File: src/rtl/pwm_multi_deadtime_if.sv
// Control and gate-drive signal bundle for pwm_multi_deadtime.
// The master is the control loop; the slave is the PWM block.
interface pwm_multi_deadtime_if #(
  parameter int unsigned CH   = 4,
  parameter int unsigned W    = 8,
  parameter int unsigned DT_W = 6
);
  logic            en;
  logic            load;
  logic [W-1:0]    period;
  logic            center;
  logic [DT_W-1:0] dead;
  logic [CH*W-1:0] duty;
  logic [CH-1:0]   pwm_h;
  logic [CH-1:0]   pwm_l;
  logic            co;
  logic            pend;

  modport master (
    output en, load, period, center, dead, duty,
    input  pwm_h, pwm_l, co, pend
  );

  modport slave (
    input  en, load, period, center, dead, duty,
    output pwm_h, pwm_l, co, pend
  );
endinterface

File: src/rtl/pwm_multi_deadtime.sv
// Multi-channel PWM: shared edge/center-aligned counter, shadow-buffered settings
// applied at period boundaries, complementary outputs with dead-time insertion.
module pwm_multi_deadtime #(
  parameter int unsigned CH   = 4,
  parameter int unsigned W    = 8,
  parameter int unsigned DT_W = 6
) (
  input  logic                clk,
  input  logic                rst,
  pwm_multi_deadtime_if.slave bus
);

  typedef enum logic {DIR_UP = 1'b0, DIR_DOWN = 1'b1} dir_t;

  localparam logic [W-1:0]    CNT_ONE = {{(W-1){1'b0}}, 1'b1};
  localparam logic [DT_W-1:0] DT_ONE  = {{(DT_W-1){1'b0}}, 1'b1};
  localparam logic [DT_W-1:0] DT_MAX  = '1;

  logic            run;
  logic [W-1:0]    cnt, cnt_nxt;
  dir_t            dir, dir_nxt;

  logic [W-1:0]    sh_period, act_period;
  logic            sh_center, act_center;
  logic [DT_W-1:0] sh_dead, act_dead;
  logic [CH*W-1:0] sh_duty, act_duty;
  logic            pend;

  logic [CH-1:0]   raw_q, raw_nxt;
  logic [DT_W-1:0] dtcnt [CH];

  logic            co;
  logic            apply;

  // State register: counter, direction, settings, compare and dead-time state
  always_ff @(posedge clk) begin
    if (rst) begin
      run        <= 1'b0;
      cnt        <= '0;
      dir        <= DIR_UP;
      sh_period  <= '1;
      act_period <= '1;
      sh_center  <= 1'b0;
      act_center <= 1'b0;
      sh_dead    <= '0;
      act_dead   <= '0;
      sh_duty    <= '0;
      act_duty   <= '0;
      pend       <= 1'b0;
      raw_q      <= '0;
      for (int unsigned i = 0; i < CH; i++) dtcnt[i] <= '0;
    end else begin
      run   <= bus.en;
      cnt   <= cnt_nxt;
      dir   <= dir_nxt;
      raw_q <= raw_nxt;
      for (int unsigned i = 0; i < CH; i++) begin
        if (!run || (raw_nxt[i] != raw_q[i])) dtcnt[i] <= '0;
        else if (dtcnt[i] != DT_MAX)          dtcnt[i] <= dtcnt[i] + DT_ONE;
      end
      if (!run) begin
        // Idle: settings take effect immediately, nothing is left pending
        if (bus.load) begin
          sh_period  <= bus.period;
          sh_center  <= bus.center;
          sh_dead    <= bus.dead;
          sh_duty    <= bus.duty;
          act_period <= bus.period;
          act_center <= bus.center;
          act_dead   <= bus.dead;
          act_duty   <= bus.duty;
          pend       <= 1'b0;
        end
      end else begin
        if (apply) begin
          act_period <= sh_period;
          act_center <= sh_center;
          act_dead   <= sh_dead;
          act_duty   <= sh_duty;
          pend       <= 1'b0;
        end
        // A load coincident with the boundary refills the shadow after the transfer
        if (bus.load) begin
          sh_period <= bus.period;
          sh_center <= bus.center;
          sh_dead   <= bus.dead;
          sh_duty   <= bus.duty;
          pend      <= 1'b1;
        end
      end
    end
  end

  // Next-state: counter and direction; dir marks the direction of the next step
  always_comb begin
    cnt_nxt = cnt;
    dir_nxt = dir;
    if (!run || apply || (act_period == '0)) begin
      cnt_nxt = '0;
      dir_nxt = DIR_UP;
    end else if (!act_center) begin
      dir_nxt = DIR_UP;
      cnt_nxt = (cnt == act_period) ? '0 : cnt + CNT_ONE;
    end else if (dir == DIR_UP) begin
      cnt_nxt = cnt + CNT_ONE;
      if ((cnt + CNT_ONE) == act_period) dir_nxt = DIR_DOWN;
    end else begin
      cnt_nxt = cnt - CNT_ONE;
      if (cnt == CNT_ONE) dir_nxt = DIR_UP;
    end
  end

  always_comb begin
    raw_nxt = '0;
    for (int unsigned i = 0; i < CH; i++)
      raw_nxt[i] = run & (act_duty[i*W +: W] > cnt);
  end

  // Outputs: boundary pulse and dead-time gated complementary pair
  always_comb begin
    co = 1'b0;
    if (run) begin
      if (act_period == '0) co = 1'b1;
      else if (act_center)  co = (dir == DIR_DOWN) && (cnt == CNT_ONE);
      else                  co = (cnt == act_period);
    end
    apply     = co & pend;
    bus.co    = co;
    bus.pend  = pend;
    bus.pwm_h = '0;
    bus.pwm_l = '0;
    for (int unsigned i = 0; i < CH; i++) begin
      bus.pwm_h[i] = run &  raw_q[i] & (dtcnt[i] >= act_dead);
      bus.pwm_l[i] = run & ~raw_q[i] & (dtcnt[i] >= act_dead);
    end
  end

endmodule

File: src/flat_wrapper.sv
// flat-port wrapper written by rule: the top's interface ports become plain ports
module pwm_multi_deadtime_flat 
#(
  parameter int unsigned CH   = 4,
  parameter int unsigned W    = 8,
  parameter int unsigned DT_W = 6
)
  (clk, rst, bus_en, bus_load, bus_period, bus_center, bus_dead, bus_duty, bus_pwm_h, bus_pwm_l, bus_co, bus_pend);
  pwm_multi_deadtime_if #(.CH(CH), .W(W), .DT_W(DT_W)) bus_i ();
  input  logic clk;
  input  logic rst;
  input wire logic [$bits(bus_i.en)-1:0] bus_en;
  input wire logic [$bits(bus_i.load)-1:0] bus_load;
  input wire logic [$bits(bus_i.period)-1:0] bus_period;
  input wire logic [$bits(bus_i.center)-1:0] bus_center;
  input wire logic [$bits(bus_i.dead)-1:0] bus_dead;
  input wire logic [$bits(bus_i.duty)-1:0] bus_duty;
  output wire logic [$bits(bus_i.pwm_h)-1:0] bus_pwm_h;
  output wire logic [$bits(bus_i.pwm_l)-1:0] bus_pwm_l;
  output wire logic [$bits(bus_i.co)-1:0] bus_co;
  output wire logic [$bits(bus_i.pend)-1:0] bus_pend;
  assign bus_i.en = bus_en;
  assign bus_i.load = bus_load;
  assign bus_i.period = bus_period;
  assign bus_i.center = bus_center;
  assign bus_i.dead = bus_dead;
  assign bus_i.duty = bus_duty;
  assign bus_pwm_h = bus_i.pwm_h;
  assign bus_pwm_l = bus_i.pwm_l;
  assign bus_co = bus_i.co;
  assign bus_pend = bus_i.pend;
  pwm_multi_deadtime #(.CH(CH), .W(W), .DT_W(DT_W)) u_core (.clk(clk), .rst(rst), .bus(bus_i));
endmodule
File: config.mk
export PLATFORM = sky130hd
export DESIGN_NAME = pwm_multi_deadtime_flat
export DESIGN_NICKNAME = d
export VERILOG_FILES = /design/src/rtl/pwm_multi_deadtime_if.sv /design/src/rtl/pwm_multi_deadtime.sv /design/src/flat_wrapper.sv
export SDC_FILE = /design/constraint.sdc
export NUM_CORES = 1
export LEC_CHECK = 0
export CAP_MARGIN = 10
export CORE_ASPECT_RATIO = 1.25
export CORE_UTILIZATION = 50
export DETAILED_ROUTE_END_ITERATION = 10
export PLACE_DENSITY = 0.73
export SETUP_SLACK_MARGIN = 0.15
export SLEW_MARGIN = 20
export SYNTH_ARGS = -nofsm -noshare
export SYNTH_HDL_FRONTEND = slang
export SYNTH_SLANG_ARGS = --single-unit
File: constraint.sdc
create_clock -name clk -period 2.5 [get_ports clk]
set_input_delay 0.375 -clock clk [delete_from_list [all_inputs] [get_ports clk]]
set_output_delay 0.375 -clock clk [all_outputs]
set_load 0.01 [all_outputs]
# After elaboration in Yosys (flattened, before gate mapping)
# Memory sizes are Yosys's and may differ from the RTL's.
# Index checks and enable logic that the tools add are counted.
dict set report totals {
  ff_bits 109
  ram_bits 24
  input_bits 51
  out_inout_bits 10
  word_cells 152
  n_memories 1
}
dict set report op_classes {
  addsub 6
  magnitude_cmp 8
  eq_ne 12
  muxes 63
  bitwise 34
  n_reduce_logical 15
}
# memory words word_bits rd rd_ports_with_merged_regs wr line_no
set memory_table {}
lappend memory_table {u_core.dtcnt 4 6 4 0 4 pwm_multi_deadtime.sv:30} ;# logic [DT_W-1:0] dtcnt [CH];
# cell count
set op_table {}
lappend op_table {{32-bit two-way mux} 3}
lappend op_table {{6-bit two-way mux} 11}
lappend op_table {{8-bit two-way mux} 6}
lappend op_table {{1-bit two-way mux} 43}
lappend op_table {{8-bit greater-than comparator} 4}
lappend op_table {{6-bit by 1-bit adder with 6-bit output, second input constant} 4}
lappend op_table {{6-bit >= comparator} 4}
lappend op_table {{6-bit inequality test, second input constant} 4}
lappend op_table {{1-bit bitwise AND} 21}
lappend op_table {{8-bit == test} 2}
lappend op_table {{8-bit by 1-bit adder with 8-bit output, second input constant} 1}
lappend op_table {{8-bit by 1-bit == test with 1-bit output, second input constant} 1}
lappend op_table {{8-bit logical NOT} 1}
lappend op_table {{1-bit bitwise OR} 8}
lappend op_table {{8-bit by 1-bit subtractor with 8-bit output, second input constant} 1}
lappend op_table {{1-bit logical OR} 6}
lappend op_table {{1-bit inverter} 5}
lappend op_table {{1-bit inequality test} 4}
lappend op_table {{2-bit AND reduction} 2}
lappend op_table {{2-bit nonzero test} 2}
lappend op_table {{3-bit OR reduction} 1}
lappend op_table {{2-bit inequality test, second input constant} 1}
lappend op_table {{2-bit OR reduction} 1}
lappend op_table {{1-bit logical AND} 1}
lappend op_table {{1-bit logical NOT} 1}

# Longest topological paths before layout
dict set report depth {
  word_depth 9
  ltp_mapped 10
  mapped_depth_nobuf 8
}

# Worst setup path after synthesis
# Ideal clock, no wire load.
dict set report synth_path {
  path_kind {reg-to-reg}
  startpoint {reg u_core.cnt[2]}
  endpoint {mem u_core.dtcnt[2][0] (enable)}
  setup_time_ps 316
  t_arrival_ps 2096
  path_slack_ps 88
  path_stages_with_launch 10
  path_buffers 1
  synth_period_minus_slack_ps 2412
  path_cell_list {dfxtp_1 clkbuf_1 inv_1 ha_1 nand4_1 o21ai_0 nor2_1 o21a_1 o21ai_0 a21o_1}
}
# element line_no
set synth_rtl {}
lappend synth_rtl {{start: declaration} pwm_multi_deadtime.sv:20} ;# logic [W-1:0] cnt, cnt_nxt;
lappend synth_rtl {{start signal: assignment} pwm_multi_deadtime.sv:54} ;# cnt <= cnt_nxt;
lappend synth_rtl {{end: declaration} pwm_multi_deadtime.sv:30}

# Worst setup path in the final report
dict set report layout_path {
  startpoint {reg u_core.cnt[1]}
  endpoint {reg u_core.dir}
}
dict set report layout_via {
  elab_chain_len 9
  elab_cells_between_ends 15
  cone_classes {1 x add/sub; 3 x eq/ne; 6 x mux; 1 x bitwise; 4 x reduce/logical}
}
# element line_no
set layout_rtl {}
lappend layout_rtl {{parallel branches: the longest is 9 deep, another holds 8-bit by 1-bit adder with 8-bit output} n/a}
lappend layout_rtl {{end signal: assignment} pwm_multi_deadtime.sv:55} ;# dir <= dir_nxt;
lappend layout_rtl {{end: declaration} pwm_multi_deadtime.sv:21} ;# dir_t dir, dir_nxt;
# Several ways; the timed one is not identified.
# A chain may end at the register's enable or synchronous reset.

==> flow_metrics.py <==
metrics = {
    "sta": {
        "hold_ws_ns": 0.3635,
        "slew_viol_final": 0,
        "setup_ws_ns": 0.008201,
        "fin_worst_skew_ns": 0.01165,
        "fin_crit_ns": 2.492,
        "rsz0062_at_grt": "yes",
        "setup-violations-final": 0,
        "max_freq_mhz": 401.3,
        "hold_violations": 0,
        "worstMarginPinSlew_ns": 0.8696,
        "finalSetupTns_ns": 0,
        "period_share": 0.9967,
        "slew_headroom": 0.4203,
    },
    "final_layout": {
        "fin_area_um2": 10120,
        "nets": 1062,
        "fin_cells": 1169,
        "area_growth_pct": 30.86,
        "n_antenna_cell": 0,
        "drive_above_1_share": 0.2352,
        "layout_common_cells": "dfxtp_1 (102), nor2_1 (98), mux2i_1 (78)",
        "final_util": 0.6715,
        "final_common_cell": "dfxtp_1",
    },
    "critical_path": {
        "crit_path_top_delay_cell": "o41ai_4",
        "r2r_cells": 15,
        "max_stage_delay_ns": 0.35,
        "critPathKind": "reg2reg",
        "path_cells": "inv_2, ha_2, nand2b_4, o41ai_4, inv_2, buf_6, buf_4, buf_4, buf_4, buf_4, buf_4, buf_4, o311ai_1, a211o_1, o21ai_1",
        "required_ns": 2.81,
        "cp_max_fo": 5,
        "critPathLaunchType": "flop",
        "endpoint_kind": "flop",
        "crit_path_frequent_cell": "buf_4",
        "cp.arrival_ns": 2.80,
    },
    "detailed_routing": {
        "wire_per_inst_um": 18.77,
        "drt_pass1_iterations": 6,
        "ant_nets": 0,
        "drc": 0,
        "avgViaCountPerCell": 5.969,
        "wirelength_mm": 21.95,
        "vias": 6978,
        "drtIter0Drc": 560,
    },
    "placed_design": {
        "place.gp.congestion": 0.9646,
        "portBuffers": 60,
        "place_hpwl_mm": 12.62,
        "placed_cell_area_um2": 8687,
        "place_ws_ns": 0.03321,
        "dp_cells": 1096,
    },
    "global_routing": {
        "grt_overflow": 0,
        "grt_pass1_wl_mm": 30.56,
        "grt_pass1_vias": 6258,
        "grtUsageTotal": 0.2419,
        "grt_max_degree": 58,
        "antenna_found_initial": 0,
    },
    "clock_network": {
        "cts_hold_buf": 0,
        "cts_max_path_buffers": 2,
        "clkSlewWorstSetupHoldPaths_ns": 0.06,
        "cts-buffers-inserted": 17,
        "insertion_delay_ns": 0.43,
        "clkSinkCount": 133,
        "tritoncts": "yes",
        "root_buffer": "clkbuf_16",
        "htree_num_levels": 4,
    },
    "pwr": {
        "power_density_nw_per_um2": 577.1,
        "ir_drop_mv": 0.4072,
        "p_leak_nw": 4.174,
        "total_power_mw": 5.843,
    },
    "floorplanning": {
        "start_util": 0.5131,
        "die_area_um2": 15980,
        "ioPinCount": 61,
        "rows": 50,
        "core_area_um2": 15080,
        "die_w_um": 113.3,
        "die_h_um": 141.1,
    },
    "synth": {
        "synth_warnings": 0,
        "synth_top_area_cell": "dfxtp_1",
        "synthTopCellsByArea": "dfxtp_1 (28%), ha_1 (10%), mux2i_1 (10%)",
        "avgSynthCellArea_um2": 9.188,
        "yosysUniqueCellTypes": 50,
        "ys.flop_type": "dfxtp_1",
        "syn_nets": 956,
        "synth_area_um2": 7736,
        "ys_seq_area_frac": 0.3752,
        "synth-edff-count": 24,
        "syn_inst": 842,
        "ys_ff_latch": 133,
        "async_flop_share": 0,
        "yosysTopAreaCellShare": 0.2821,
    },
    "min_path": {
        "hp-class": "in2reg",
        "whs_path_depth": 2,
    },
    "job": {
        "cap_viol_max_count": 0,
    },
    "status": {
        "status": "complete, no violations",
    },
}
routing by layer:
layer	GRT usage	wire length [µm]
met4	0.1087	1034
met1	0.2958	8838
met5	0	0
met3	0.04385	1311
met2	0.4130	10760
flip-flops by register name, indices dropped and copies added, names as in the netlist:
signal	cells
u_core.run	1
u_core.sh_center	1
u_core.sh_duty	32
u_core.act_dead	6
u_core.sh_dead	6
u_core.cnt	8
u_core.dir	1
u_core.dtcnt	24
u_core.raw_q	4
u_core.act_center	1
u_core.bus.pend	1
u_core.act_duty	32
u_core.sh_period	8
u_core.act_period	8
power breakdown:
group	switching [mW]	internal, mW
registers	0.121	2.29
logic	0.502	0.506
clock network	0.927	1.49
cells by family (layout without fill, tap and decap cells):
logic type	count (synthesis)	count (layout)	share of synthesized area
AOI/OAI and AO/OA	156	156	0.1456
xor gates and xnor gates	33	33	0.03736
adders and majority gates	63	63	0.1019
buffers and inverters	89	208	0.04658
DFF	133	133	0.3752
muxes	91	91	0.1198
and+or+nand+nor	277	277	0.1735
critical path, delay by kind of cell, from the launching register on:
family,cells,cell delay [ns]
simple gates,1,0.07
buf+inv,9,1.05
compound gates,4,0.67
fa+ha+maj,1,0.23
flops,1,0.33
repair_timing:
item	4_1_cts	5_1_grt
setup endpoints to repair	53	91
buffers inserted	9	22
gates resized for setup	61	97
gates cloned	1	9
pin swaps	20	46
cell usage after synthesis (13+ instances only):
| cell type | number |
|---|---|
| dfxtp_1 | 109 |
| nand3_1 | 33 |
| nor2b_1 | 24 |
| edfxtp_1 | 24 |
| inv_1 | 34 |
| a211oi_1 | 52 |
| xor2_1 | 24 |
| a21oi_1 | 25 |
| nor2_1 | 116 |
| ha_1 | 63 |
| buf_1 | 14 |
| mux2i_1 | 78 |
| mux2_2 | 13 |
| nor3_1 | 25 |
| nand2_1 | 19 |
| nor4_1 | 17 |
| o21ai_0 | 18 |
| a21o_1 | 18 |
| clkbuf_1 | 28 |
worst paths after layout:
path                                     from               to  slack (ns)
worst min register to register  u_core.cnt[0]    u_core.cnt[0]        0.47
worst max-delay path            u_core.cnt[1]       u_core.dir       0.008
worst max register to register  u_core.cnt[1]       u_core.dir       0.008
worst min-delay path                      rst  u_core.raw_q[0]        0.36
layout make-up:
class,count,area (µm²)
timing repair buffer,141,1343
sequential,133,2917
clock buffer,27,545.5
tap,208,260.3
fill,1141,4954
multi-input combinational,620,4888
clock inverter,5,33.78
inverter,35,136.4
Power figures use the tool's default switching activity.
